===== config.mk =====
export PLATFORM = sky130hd
export DESIGN_NAME = reset_sequencer
export DESIGN_NICKNAME = d
export VERILOG_FILES = /design/src/rtl/reset_seq_pkg.sv /design/src/rtl/reset_sync_chain.sv /design/src/rtl/reset_sequencer.sv
export SDC_FILE = /design/constraint.sdc
export NUM_CORES = 1
export LEC_CHECK = 0
export BUFFER_PORTS_ARGS = -buffer_cell sky130_fd_sc_hd__buf_4
export CAP_MARGIN = 25
export CORE_AREA = 3 3 40 42
export DETAILED_ROUTE_END_ITERATION = 7
export DIE_AREA = 0 0 43 45
export GPL_ROUTABILITY_DRIVEN = 0
export GPL_TIMING_DRIVEN = 0
export PLACE_DENSITY = 0.7
export SYNTH_ARGS = -nofsm -noshare
export SYNTH_HDL_FRONTEND = slang
export SYNTH_SLANG_ARGS = --single-unit

===== constraint.sdc =====
create_clock -name clock -period 1.75 [get_ports clock]
set_input_delay 0.2625 -clock clock [delete_from_list [all_inputs] [get_ports clock]]
set_output_delay 0.2625 -clock clock [all_outputs]
set_load 0.01 [all_outputs]

===== src/rtl/reset_seq_pkg.sv =====
// Shared types and constants for the reset sequencer.
package reset_seq_pkg;

  // Sequencer states, in the order a cold start walks through them.
  typedef enum logic [2:0] {
    SYNC    = 3'd0,
    HOLD    = 3'd1,
    RELEASE = 3'd2,
    RUN     = 3'd3,
    SWRST   = 3'd4
  } state_t;

  // Cause codes reported on the optional status port.
  localparam logic [1:0] CAUSE_ASYNC = 2'b01;
  localparam logic [1:0] CAUSE_SW    = 2'b10;

  // Width of the software reset counter on the optional status port.
  localparam int COUNT_W = 8;

endpackage


===== src/rtl/reset_sync_chain.sv =====
// Async-asserted, synchronously-deasserted reset synchronizer.
// o_released goes high SYNC_STAGES rising edges after i_reset falls and
// drops immediately, without a clock, whenever i_reset is high.
module reset_sync_chain
  import reset_seq_pkg::*;
#(
  parameter int SYNC_STAGES = 2
) (
  input  logic i_clock,
  input  logic i_reset,
  output logic o_released
);

  logic [SYNC_STAGES-1:0] r_chain;

  // Shift ones in from stage 0; reset clears the whole chain at once.
  always_ff @(posedge i_clock or posedge i_reset) begin
    if (i_reset) begin
      r_chain <= '0;
    end else begin
      r_chain <= (r_chain << 1) | SYNC_STAGES'(1);
    end
  end

  assign o_released = r_chain[SYNC_STAGES-1];

endmodule


===== src/rtl/reset_sequencer.sv =====
// Reset sequencer: asserts rst_out asynchronously, releases it synchronously
// after a hold period, one bit every GAP_CYCLES edges, bit 0 first.
// A rising edge of sw_rst_req while running restarts the hold/release
// sequence and is acknowledged with a one-cycle sw_rst_ack pulse.
// Optional macro RESET_SEQ_STATUS_EN adds rst_cause and sw_rst_count outputs.
module reset_sequencer
  import reset_seq_pkg::*;
#(
  parameter int SYNC_STAGES = 2,
  parameter int HOLD_CYCLES = 4,
  parameter int GAP_CYCLES  = 3,
  parameter int NUM_OUT     = 3
) (
  input  logic               clock,
  input  logic               reset,
  input  logic               sw_rst_req,
  output logic               sw_rst_ack,
  output logic [NUM_OUT-1:0] rst_out,
  output logic               ready
`ifdef RESET_SEQ_STATUS_EN
  ,
  output logic [1:0]         rst_cause,
  output logic [COUNT_W-1:0] sw_rst_count
`endif
);

  localparam int MAX_CNT = (HOLD_CYCLES > GAP_CYCLES) ? HOLD_CYCLES : GAP_CYCLES;
  localparam int CNT_W   = $clog2(MAX_CNT + 1);

  state_t             r_state;
  logic [CNT_W-1:0]   r_cnt;
  logic [NUM_OUT-1:0] r_rst_out;
  logic               r_ready;
  logic               r_ack;
  logic               r_req_q;

  logic               w_released;
  logic               w_req_rise;
  logic [NUM_OUT-1:0] w_rst_shift;

  // The state register itself acts as the final synchronizer stage: the
  // chain is one stage shorter, so SYNC->HOLD happens on edge SYNC_STAGES.
  reset_sync_chain #(
    .SYNC_STAGES(SYNC_STAGES - 1)
  ) u_sync (
    .i_clock   (clock),
    .i_reset   (reset),
    .o_released(w_released)
  );

  assign w_req_rise  = sw_rst_req & ~r_req_q;
  // Releasing one more bit, lowest first: 111 -> 110 -> 100 -> 000.
  assign w_rst_shift = r_rst_out << 1;

  // Sequencer FSM with registered outputs; reset forces everything asserted.
  always_ff @(posedge clock or posedge reset) begin
    if (reset) begin
      r_state   <= SYNC;
      r_cnt     <= '0;
      r_rst_out <= '1;
      r_ready   <= 1'b0;
      r_ack     <= 1'b0;
      r_req_q   <= 1'b0;
    end else begin
      r_req_q <= sw_rst_req;
      r_ack   <= 1'b0;
      case (r_state)
        SYNC: begin
          if (w_released) begin
            r_state <= HOLD;
            r_cnt   <= CNT_W'(HOLD_CYCLES - 1);
          end
        end
        HOLD, RELEASE: begin
          // Both states count down and then release the next bit; HOLD's
          // first release is bit 0, RELEASE handles the remaining bits.
          if (r_cnt == '0) begin
            r_rst_out <= w_rst_shift;
            r_cnt     <= CNT_W'(GAP_CYCLES - 1);
            if (w_rst_shift == '0) begin
              r_state <= RUN;
              r_ready <= 1'b1;
            end else begin
              r_state <= RELEASE;
            end
          end else begin
            r_cnt <= r_cnt - 1'b1;
          end
        end
        RUN: begin
          if (w_req_rise) begin
            r_state   <= SWRST;
            r_cnt     <= '0;
            r_rst_out <= '1;
            r_ready   <= 1'b0;
            r_ack     <= 1'b1;
          end
        end
        SWRST: begin
          r_state <= HOLD;
          r_cnt   <= CNT_W'(HOLD_CYCLES - 1);
        end
        default: begin
          r_state   <= SYNC;
          r_rst_out <= '1;
          r_ready   <= 1'b0;
        end
      endcase
    end
  end

  assign rst_out    = r_rst_out;
  assign ready      = r_ready;
  assign sw_rst_ack = r_ack;

`ifdef RESET_SEQ_STATUS_EN
  logic [1:0]         r_cause;
  logic [COUNT_W-1:0] r_sw_count;

  function automatic logic [COUNT_W-1:0] sat_inc(input logic [COUNT_W-1:0] v);
    return (v == '1) ? v : v + 1'b1;
  endfunction

  // Record why we last reset; only async reset clears the request count.
  always_ff @(posedge clock or posedge reset) begin
    if (reset) begin
      r_cause    <= CAUSE_ASYNC;
      r_sw_count <= '0;
    end else if (r_state == RUN && w_req_rise) begin
      r_cause    <= CAUSE_SW;
      r_sw_count <= sat_inc(r_sw_count);
    end
  end

  assign rst_cause    = r_cause;
  assign sw_rst_count = r_sw_count;
`endif

endmodule


==> flow_summary.ini <==
[die]
core_um2 = 1280
start_util_pct = 53.6
dieArea_um2 = 1940
die_h_um = 45
top_level_ports = 8
rows = 13
die_w_um = 43

[clock_tree]
cts_buffer_depth = 2
htreeDepth = 1
cts_buffers = 3
clk_pin_slew_ns = 0.08
tritoncts = done
cts-root-buf = clkbuf_4
cts_hold_buf = 0
post-cts-setup-buffer-count = 0
cts_sinks = 13
insertion_delay_ns = 0.27
post_cts_resized = 0

[critical_path]
crit_top_cell = o22a_1
critPathKind = register to register
crit_fanout = 4
start_kind = register
critPathSlowestCell = dfrtp_1
cpLargestDelayFamily = compound AO/OA/AOI/OAI gates
critPathArrivalTime_ns = 1.72
cp.buffers_inverters = 1
timing.reg2reg.setup_slack_ns = 0.25
crit_end = rst_out[2]
path_cells = inv_1, ha_1, nor2b_1, o22a_1, o22a_1, o32a_1
timing.rr.start = r_cnt[0]
cp-end-kind = register
reg2reg_depth = 6
path_depth = 6
max_stage_delay_ns = 0.40
required_ns = 1.97
r2r-end = rst_out[2]
crit_start = r_cnt[0]

[synth]
async_flop_share_pct = 100
syn_area_um2 = 688
yosys_warnings = 0
synthFlopType = dfrtp_1
yosysSeqAreaShare_pct = 47.8
avgSynthCellArea_um2 = 10.1
synthTopCellsByArea = dfrtp_1, dfstp_2, nor2_1
synth_edf_count = 0
synthCells = 68
yosysTopAreaCell = dfrtp_1
syn_nets = 73
synth_top_area_share_pct = 36.4
ys_types = 30
synth_commonest_cells = dfrtp_1, nor2_1, a21oi_1
ys_ff_latch = 13

[final_layout]
nNetsFinal = 85
area_delta_synth_final_pct = 14.4
final_util_pct = 61.2
fin_area_um2 = 787
fin_cells = 94
diodes = 0
drive_above_1_share_pct = 26.6

[global_routing]
grt_use_total_pct = 15.4
overflow = 0
antenna_found_initial = 0
grt_max_degree = 14
grt_pass1_wl_um = 2160
grt_pass1_vias = 518

[detailed_routing]
drtPass1Iterations = 4
route.detailed.drc = 0
routed_wl_um = 1190
avgRoutedWirePerCell_um = 12.6
vias = 512
ant_nets = 0
post_drt_via_cell_ratio = 5.45
drtIter0Drc = 16

[placement]
place_area_um2 = 759
placedCellCount = 90
place_worst_setup_slack_ns = 0.266
dp_hpwl_um = 904
place.port_buffers = 7

[min_path]
hold_class = primary input to asynchronous set/reset pin

[timing]
fin_crit_sh_pct = 85.5
hold_violations = 0
maxSlewViolCount = 0
max_freq_mhz = 669
skew_ns = 0.00650
hold_ws_ns = 0.00360
tns_ns = 0
period_needed_ns = 1.50
rsz0062_at_grt = false
setup-violations-final = 0
setup_slack_ns = 0.254

[outcome]
outcome = finished clean

[power]
vdd_ir_drop_max_v = 0.000874
power.total_mw = 1.43
p_leak_nw = 0.357
power_density_nw_per_um2 = 1820

[flow_run]
maxCapViolCount = 0
-- cell type report --
| cell class | instances | area [um^2] |
|---|---|---|
| Inverter | 3 | 11.3 |
| Timing Repair Buffer | 7 | 52.6 |
| Clock buffer | 3 | 22.5 |
| Fill cell | 117 | 498 |
| Clock inverter | 1 | 5.00 |
| Multi-Input combinational cell | 49 | 320 |
| Sequential cell | 13 | 329 |
| Tap cell | 15 | 18.8 |
| Buffer | 3 | 27.5 |
-- report_power, final --
| part | leakage (nW) | internal, mW | switching (mW) |
|---|---|---|---|
| registers | 0.156 | 0.419 | 0.0726 |
| clock network | 0.0177 | 0.0847 | 0.0946 |
| logic | 0.184 | 0.350 | 0.409 |
-- worst min-delay path by stage --
stage | startpoint | endpoint | slack [ns]
2_1_floorplan | reset | r_cnt[0] | 0.14
3_3_place_gp | reset | r_req_q | 0.31
3_5_place_dp | reset | r_req_q | 0.31
4_1_cts | reset | r_cnt[1] | 0.008
5_1_grt | reset | r_cnt[0] | 0.02
6_report | reset | r_cnt[0] | 0.004
-- registers in the layout (all words and copies together) (netlist names) --
signal,count
r_cnt,3
r_state,3
rst_out,3
r_req_q,1
ready,1
sw_rst_ack,1
u_sync.o_released,1
-- placed cells by master, fill, tap and decap left out, types with 2 or more instances in the layout --
| cell | instances |
|---|---|
| nand2b_1 | 2 |
| dfstp_2 | 3 |
| buf_6 | 2 |
| o22a_1 | 4 |
| clkbuf_4 | 3 |
| nor3_1 | 4 |
| o32a_1 | 2 |
| a21oi_1 | 6 |
| nor2_1 | 10 |
| dfrtp_1 | 10 |
| inv_1 | 3 |
| o21ai_1 | 2 |
| ha_1 | 2 |
| buf_4 | 7 |
-- kinds of logic (layout without fill, tap and decap cells) --
logic type / Yosys count / after routing / synth area share, %
xor+xnor: 1 / 1 / 1.27
simple gates: 23 / 23 / 18.0
compound gates: 22 / 22 / 23.1
other cells: 1 / 1 / 0.545
fa+ha+maj: 2 / 2 / 3.64
buf+inv: 6 / 17 / 5.64
flops: 13 / 13 / 47.8
-- metal layers --
metal | share of wire [%] | wire [um] | track usage (%) | up-vias
li1 | - | - | - | 266
met1 | 47 | 563 | 21.0 | 228
met2 | 46 | 545 | 22.5 | 13
met3 | 4.4 | 52 | 3.59 | 5
met4 | 2.4 | 29 | 9.04 | 0
met5 | 0 | 0 | 0 | -
(Power assumes the default switching activity.)
